===== src/rtl/bcd_display_driver.sv =====
// Three-digit BCD to 7-segment display driver.
// Latches a packed BCD value over valid/ready and encodes one digit per cycle,
// most significant digit first, with optional leading-zero blanking. All three
// displays update together on COMMIT. It also provides a free-running blink
// and a sticky flag for non-decimal digits.
module bcd_display_driver #(
    parameter int unsigned BLINK_DIV  = 13500000,
    parameter bit          ACTIVE_LOW = 1'b1
) (
    input  logic        clk,
    input  logic        reset,
    input  logic [11:0] bcd_in,
    input  logic        bcd_valid,
    output logic        bcd_ready,
    input  logic        blank_lz,
    input  logic        blink_en,
    output logic        err_flag,
    output logic [6:0]  hex0,
    output logic [6:0]  hex1,
    output logic [6:0]  hex2
);

    localparam int unsigned CW       = (BLINK_DIV > 1) ? $clog2(BLINK_DIV) : 1;
    localparam logic [CW-1:0] CNT_LAST = CW'(BLINK_DIV - 1);
    localparam logic [6:0] SEG_POL   = ACTIVE_LOW ? 7'h00 : 7'h7F;
    localparam logic [6:0] SEG_OFF   = 7'h7F ^ SEG_POL;

    typedef enum logic [2:0] {
        IDLE   = 3'd0,
        SCAN2  = 3'd1,
        SCAN1  = 3'd2,
        SCAN0  = 3'd3,
        COMMIT = 3'd4
    } state_t;

    state_t        state_q, state_d;
    logic [11:0]   hold_q, hold_d;
    logic          blz_q, blz_d;
    logic          lz_run_q, lz_run_d;
    logic          err_pend_q, err_pend_d;
    logic          err_q, err_d;
    logic [6:0]    stage2_q, stage2_d;
    logic [6:0]    stage1_q, stage1_d;
    logic [6:0]    stage0_q, stage0_d;
    logic [6:0]    disp2_q, disp2_d;
    logic [6:0]    disp1_q, disp1_d;
    logic [6:0]    disp0_q, disp0_d;
    logic [CW-1:0] cnt_q, cnt_d;
    logic          phase_q, phase_d;

    logic [3:0]    digit;
    logic          digit_bad;
    logic          digit_blank;
    logic [6:0]    digit_pat;

    // Active-low pattern, bits [6:0] = g..a; non-decimal digits show a dash.
    function automatic logic [6:0] seg_lo(input logic [3:0] d);
        logic [6:0] p;
        case (d)
            4'd0:    p = 7'b1000000;
            4'd1:    p = 7'b1111001;
            4'd2:    p = 7'b0100100;
            4'd3:    p = 7'b0110000;
            4'd4:    p = 7'b0011001;
            4'd5:    p = 7'b0010010;
            4'd6:    p = 7'b0000010;
            4'd7:    p = 7'b1111000;
            4'd8:    p = 7'b0000000;
            4'd9:    p = 7'b0010000;
            default: p = 7'b0111111;
        endcase
        return p;
    endfunction

    // Digit currently being scanned and its (possibly blanked) segment pattern.
    always_comb begin
        case (state_q)
            SCAN2:   digit = hold_q[11:8];
            SCAN1:   digit = hold_q[7:4];
            default: digit = hold_q[3:0];
        endcase
        digit_bad   = (digit > 4'd9);
        digit_blank = blz_q & lz_run_q & (digit == 4'd0) & (state_q != SCAN0);
        digit_pat   = digit_blank ? SEG_OFF : (seg_lo(digit) ^ SEG_POL);
    end

    // Next-state logic for the scan FSM, staging/display registers and blink timer.
    always_comb begin
        state_d    = state_q;
        hold_d     = hold_q;
        blz_d      = blz_q;
        lz_run_d   = lz_run_q;
        err_pend_d = err_pend_q;
        err_d      = err_q;
        stage2_d   = stage2_q;
        stage1_d   = stage1_q;
        stage0_d   = stage0_q;
        disp2_d    = disp2_q;
        disp1_d    = disp1_q;
        disp0_d    = disp0_q;

        case (state_q)
            IDLE: begin
                if (bcd_valid) begin
                    hold_d     = bcd_in;
                    blz_d      = blank_lz;
                    lz_run_d   = 1'b1;
                    err_pend_d = 1'b0;
                    state_d    = SCAN2;
                end
            end
            SCAN2: begin
                stage2_d   = digit_pat;
                lz_run_d   = lz_run_q & digit_blank;
                err_pend_d = err_pend_q | digit_bad;
                state_d    = SCAN1;
            end
            SCAN1: begin
                stage1_d   = digit_pat;
                lz_run_d   = lz_run_q & digit_blank;
                err_pend_d = err_pend_q | digit_bad;
                state_d    = SCAN0;
            end
            SCAN0: begin
                stage0_d   = digit_pat;
                lz_run_d   = lz_run_q & digit_blank;
                err_pend_d = err_pend_q | digit_bad;
                state_d    = COMMIT;
            end
            COMMIT: begin
                disp2_d = stage2_q;
                disp1_d = stage1_q;
                disp0_d = stage0_q;
                err_d   = err_q | err_pend_q;
                state_d = IDLE;
            end
            default: state_d = IDLE;
        endcase

        if (cnt_q == CNT_LAST) begin
            cnt_d   = '0;
            phase_d = ~phase_q;
        end else begin
            cnt_d   = cnt_q + 1'b1;
            phase_d = phase_q;
        end
    end

    // State register; synchronous reset discards any in-flight transaction.
    always_ff @(posedge clk) begin
        if (reset) begin
            state_q    <= IDLE;
            hold_q     <= '0;
            blz_q      <= 1'b0;
            lz_run_q   <= 1'b0;
            err_pend_q <= 1'b0;
            err_q      <= 1'b0;
            stage2_q   <= SEG_OFF;
            stage1_q   <= SEG_OFF;
            stage0_q   <= SEG_OFF;
            disp2_q    <= SEG_OFF;
            disp1_q    <= SEG_OFF;
            disp0_q    <= SEG_OFF;
            cnt_q      <= '0;
            phase_q    <= 1'b0;
        end else begin
            state_q    <= state_d;
            hold_q     <= hold_d;
            blz_q      <= blz_d;
            lz_run_q   <= lz_run_d;
            err_pend_q <= err_pend_d;
            err_q      <= err_d;
            stage2_q   <= stage2_d;
            stage1_q   <= stage1_d;
            stage0_q   <= stage0_d;
            disp2_q    <= disp2_d;
            disp1_q    <= disp1_d;
            disp0_q    <= disp0_d;
            cnt_q      <= cnt_d;
            phase_q    <= phase_d;
        end
    end

    // Outputs: ready only in IDLE out of reset; blink overrides the display registers.
    always_comb begin
        bcd_ready = (state_q == IDLE) & ~reset;
        err_flag  = err_q;
        hex2      = (blink_en & phase_q) ? SEG_OFF : disp2_q;
        hex1      = (blink_en & phase_q) ? SEG_OFF : disp1_q;
        hex0      = (blink_en & phase_q) ? SEG_OFF : disp0_q;
    end

endmodule


===== config.mk =====
export PLATFORM = sky130hd
export DESIGN_NAME = bcd_display_driver
export DESIGN_NICKNAME = d
export VERILOG_FILES = /design/src/rtl/bcd_display_driver.sv
export SDC_FILE = /design/constraint.sdc
export NUM_CORES = 1
export LEC_CHECK = 0
export CAP_MARGIN = 0
export CORE_MARGIN = 1.5
export CORE_UTILIZATION = 50
export CTS_CLUSTER_SIZE = 16
export DETAILED_ROUTE_END_ITERATION = 16
export PLACE_DENSITY = 0.75
export SYNTH_ARGS = -nofsm -noshare
export SYNTH_HDL_FRONTEND = slang
export SYNTH_SLANG_ARGS = --single-unit
export TNS_END_PERCENT = 20

===== constraint.sdc =====
create_clock -name clk -period 2.3 [get_ports clk]
set_input_delay 0.23 -clock clk [delete_from_list [all_inputs] [get_ports clk]]
set_output_delay 0.23 -clock clk [all_outputs]
set_load 0.005 [all_outputs]

After elaboration in Yosys (flattened, before gate mapping) --
Memory sizes are Yosys's and may differ from the RTL's. Cells that the tools add are included.
Operators by class: div/mod/pow operators 0, multiply operators 0, bitwise operators 10, order comparisons 1, eq/ne operators 7, $add $sub $neg 1, muxes and demuxes 11, reductions and logical operators 7, shift operators 0
Operators by type and width (count):
- $mux 7 | 4
- $add 24x1->24 const B | 1
- $eq 24x24->1 const B | 1
- $pmux 3 s4 | 1
- $pmux 4 s2 | 1
- $and 1x1->1 | 6
- $eq 3x2->1 const B | 2
- $gt 4x4->1 const B | 1
- $logic_not 4->1 | 1
- $pmux 1 s2 | 2
- $reduce_and 2->1 | 2
- $eq 3x1->1 const B | 1
- $eq 3x3->1 const B | 1
- $logic_not 3->1 | 1
- $mux 3 | 1
- $ne 3x2->1 const B | 1
- $reduce_or 3->1 | 1
- $mux 1 | 2
- $ne 2x2->1 const B | 1
- $not 1->1 | 2
- $or 1x1->1 | 2
- $reduce_bool 2->1 | 1
- $reduce_or 2->1 | 1
Storage, ports and cells: memories kept 1, output and inout bits 23, logic and storage cells 52, RAM bits 0, latch bits 0, bits of input ports 17, ROM bits 112, flip-flop bits (word level) 86
Memory list:
- (no name shown) | depth 16, width 7, read ports 1, clocked after Yosys merged registers in 0, write ports 0, RTL line 59 | case (d)

Logic depth before layout (Yosys ltp) --
depth after elaboration 7, depth in mapped cells 10, depth with buffers taken out 9

Worst setup path before layout --
Ideal clock, no wire load.
kind reg-to-reg, from register state_q[1], to register stage1_q[4], required time 2216 ps, period minus slack after synthesis 2360 ps, stages on the path, launching flop included 10, path slack -60 ps, setup time 84 ps, arrival 2275 ps, buffers on the path 1, cell sequence dfxtp_1 buf_4 nand2b_4 o22a_1 o22ai_1 ha_1 nand4_1 mux2_4 and3_4 o31ai_2
Between the ends: longest elaborated chain between the ends 6, elaborated cells between the ends (all ways) 9, classes of those cells eq/ne: 3; mux: 2; bitwise: 2; reduce/logical: 1; memory: 1
Ends and longest elaborated chain:
- start: declaration | RTL line 36 | state_t state_q, state_d;
- start signal: assignment | RTL line 167 | state_q <= state_d;
- parallel branches: the longest is 6 deep, another holds $mem_v2 16x7
- end signal: assignment | RTL line 174 | stage1_q <= stage1_d;
- end: declaration | RTL line 43 | logic [6:0] stage1_q, stage1_d;
Several ways; the timed one is not identified. A chain may end at the register's enable or synchronous reset.

Worst setup path after layout --
Same ends and word-level chain as after synthesis.

==> key figures <==
Status
  – Status: completed

Worst setup path
  – Data required time of the worst path: between 2 and 3 ns
  – CP delay by family, top: compound AO/OA/AOI/OAI gates
  – Crit path max-delay cell type: dfxtp_2
  – Crit path from: state_q[1]
  – Worst Path Buf+Inv: 1
  – Reg2Reg Depth: 9
  – R2R Setup Slk: roughly 0.13 ns
  – CP cell instances: nand2b_4 -> o22a_1 -> o22a_4 -> inv_4 -> ha_1 -> nand4_1 -> mux2_4 -> and3_4 -> o31ai_2
  – Crit start category: flip-flop
  – CP endpoint: stage1_q[4]
  – Reg-to-Reg Start: state_q[1]
  – Max incr delay on CP: ~0.37 ns
  – Crit-path max FO: 7
  – Worst flop-to-flop path endpoint: stage1_q[4]
  – Kind of critical path: flip-flop to flip-flop
  – Crit path DAT: between 2 and 2.5 ns
  – CP Depth: 9
  – Critical path endpoint category: flip-flop

Clocking
  – CTS root buffer: clkbuf_8
  – Inserted Clock Buffers: 9
  – CTS hold repair buffers: 0
  – Clk sinks: 86
  – CTS Buffer Depth: 2
  – CTS H-tree depth: 3
  – Worst skew pair latency: 0.36 ns
  – Reg clk slew, reported paths: ~0.080 ns
  – CTS tree: done

Worst hold path
  – Min-delay worst type: input port to flip-flop

Layout
  – Layout Nets: about 490
  – Fin area: about 4400 sq um
  – Layout area overhead: 19.4%
  – Fraction of layout cells with a size suffix above 1: 0.101
  – Diode count: 0
  – Fin util: 0.615

Detailed routing
  – TritonRoute pass-1 iters: 4
  – DRC viols: 0
  – Initial DRC count: about 180
  – WL/cell: 13.3 um
  – Remaining antenna violation count: 0
  – Final WL: 7.62 mm
  – Vias: between 3,000 and 4,000
  – Drt via density: 5.24

Timing
  – Period utilization: 0.945
  – Max Clock Skew: about 0.0085 ns
  – Least-Margin Pin Slew: 0.712 ns
  – Slew margin rel.: 0.525
  – Final setup viols: 0
  – Fin crit period: about 2.2 ns
  – Fmax achieved: approximately 0.46 GHz
  – RSZ-0062 raised after global routing: false
  – Hold slack: 0.412 ns
  – Final Hold Fails: 0
  – Final TNS setup: 0 ns
  – Final Max Slew Viols: 0

Floorplan
  – Io pins: 40
  – Die Area: ~8000 sq um
  – Die W: about 90 um
  – # rows: 31
  – Starting Density: 0.515
  – Core area: approximately 7200 sq um
  – Die height: about 89 um

Logic synthesis
  – Synthesized area: around 3700 sq um
  – Top post-synthesis cells by area: dfxtp_1 46%, nand2_1 8.4%, a21oi_1 4.7%
  – Net Count, Synth: around 460
  – Sequential area share after synthesis: 0.464
  – Top FF cell, synth: dfxtp_1
  – Synth Register Bits: between 80 and 90
  – EDFF count, synth: 0
  – Yosys top cell by area: dfxtp_1
  – Distinct cells, synth: 48
  – FFs w/ async S/R, synth: 0
  – Area share of the leading cell type in the synthesized netlist: 0.464
  – Syn Area/Cell: 8.56 sq um
  – Synth warnings: 0
  – Syn Inst Count: between 400 and 500

Power and ir drop
  – LEAKAGE: about 1.7 nW
  – Worst vdd ir: ~0.38 mV
  – Power density over the cells: about 750 nW/um^2

GRT
  – Largest net degree at the start of global routing: 63
  – Total track usage: 0.213
  – Global-route wire length before repair: between 10 and 15 mm
  – Antenna violations before repair: 0
  – Vias in the first global route: around 2,800
  – Grt total ovfl: 0

Placed design
  – Placer Congestion: a little under 0.9
  – Number of I/O port buffers: 39
  – Post-DP HPWL: about 5.2 mm
  – Placed cell areas: approximately 4200 sq um

Job
  – Max cap viols: 0
layout make-up:
class | count | area, sq um
fill | 662 | 2780
tap | 99 | 124
clock buffer | 12 | 145
sequential | 86 | 1720
clock inverter | 4 | 70.1
multi-input combinational | 317 | 1870
inverter | 5 | 21.3
timing repair buffer | 52 | 483
worst reg2reg max path: cells and delay by family, from the launching register on:
| family | cells | cell delay (ns) |
|---|---|---|
| AND/OR/NAND/NOR | 3 | 0.49 |
| buffers and inverters | 1 | 0.07 |
| flip-flops | 1 | 0.37 |
| AO/OA/AOI/OAI | 3 | 0.70 |
| multiplexers | 1 | 0.29 |
| adder cells (fa/ha/maj) | 1 | 0.16 |
cell usage after synthesis (2+ instances only):
master    count
nand4_1       6
nand3_1      10
inv_1         4
o22a_1        5
nor3_1        6
and4_1        3
a21oi_1      35
and2_0        2
o22ai_1       3
nand3b_1     22
o21ai_0      11
ha_1          4
o31ai_1       5
dfxtp_1      86
clkbuf_1     18
o31ai_2       4
nor4_1        3
buf_4         3
buf_2         3
nand2_1      83
xnor2_1      10
nor2_1       41
and3_1        5
nand2b_4      2
a22oi_1       3
nor2b_1       3
nand2b_1     21
xor2_1       13
cells in the final DEF (no fill, tap or decap), drive strengths merged, types with 12 or more instances in the layout:
cell type / count
clkbuf: 12
o21ai: 12
xor2: 13
clkdlybuf4s50: 38
nand3b: 22
a21oi: 36
dfxtp: 86
buf: 14
nand2b: 23
nand2: 83
nor2: 41
routing by layer:
metal,routed length [um],part of all wire,up-vias,global-route usage
li1,-,-,1551,-
met1,3640,0.48,1387,0.282
met2,3540,0.46,61,0.340
met3,314,0.041,13,0.0480
met4,120,0.016,0,0.0811
met5,0,0,-,0
kinds of logic (layout without fill, tap and decap cells):
kind of cell	count (synthesis)	after routing	share of synthesized area
buffers and inverters	31	73	0.0381
and+or+nand+nor	212	212	0.285
AOI/OAI and AO/OA	77	77	0.141
xor gates and xnor gates	23	23	0.0542
muxes	1	1	0.00404
adders and majority gates	4	4	0.0135
DFF	86	86	0.464
repair_timing:
action / in CTS / in global routing
endpoints found under the setup margin: 0 / 11
setup buffers: 0 / 0
resized for setup: 0 / 4
state kept, by name (all words and copies together) (netlist names):
name	count
blz_q	1
cnt_q	24
disp0_q	7
disp1_q	7
disp2_q	7
err_flag	1
err_pend_q	1
hold_q	12
lz_run_q	1
phase_q	1
stage0_q	7
stage1_q	7
stage2_q	7
state_q	3
where the power goes:
part           switching (W)  internal (W)
clock               0.000515      0.000639
combinational       0.000322      0.000250
sequential         0.0000543       0.00157
total               0.000891       0.00246
per-stage QoR:
step	setup slack [ns]	power, W	cells
3_5_place_dp	0.109	0.00221	559
3_3_place_gp	0.206	0.00219	559
2_1_floorplan	0.0694	0.00205	434
6_report	0.127	0.00335	575
5_1_grt	0.0000799	0.00350	575
4_1_cts	0.0677	0.00336	575
how the worst min path moves through the flow:
stage / from / to / depth (start not counted)
global route: bcd_in[4] / hold_q[4] / 3
CTS: bcd_in[2] / hold_q[2] / 3
global placement: cnt_q[0] / cnt_q[0] / 1
detailed placement: hold_q[11] / hold_q[11] / 2
finish: bcd_in[7] / hold_q[7] / 3
floorplan: blank_lz / blz_q / 2
(Power assumes the default switching activity.)
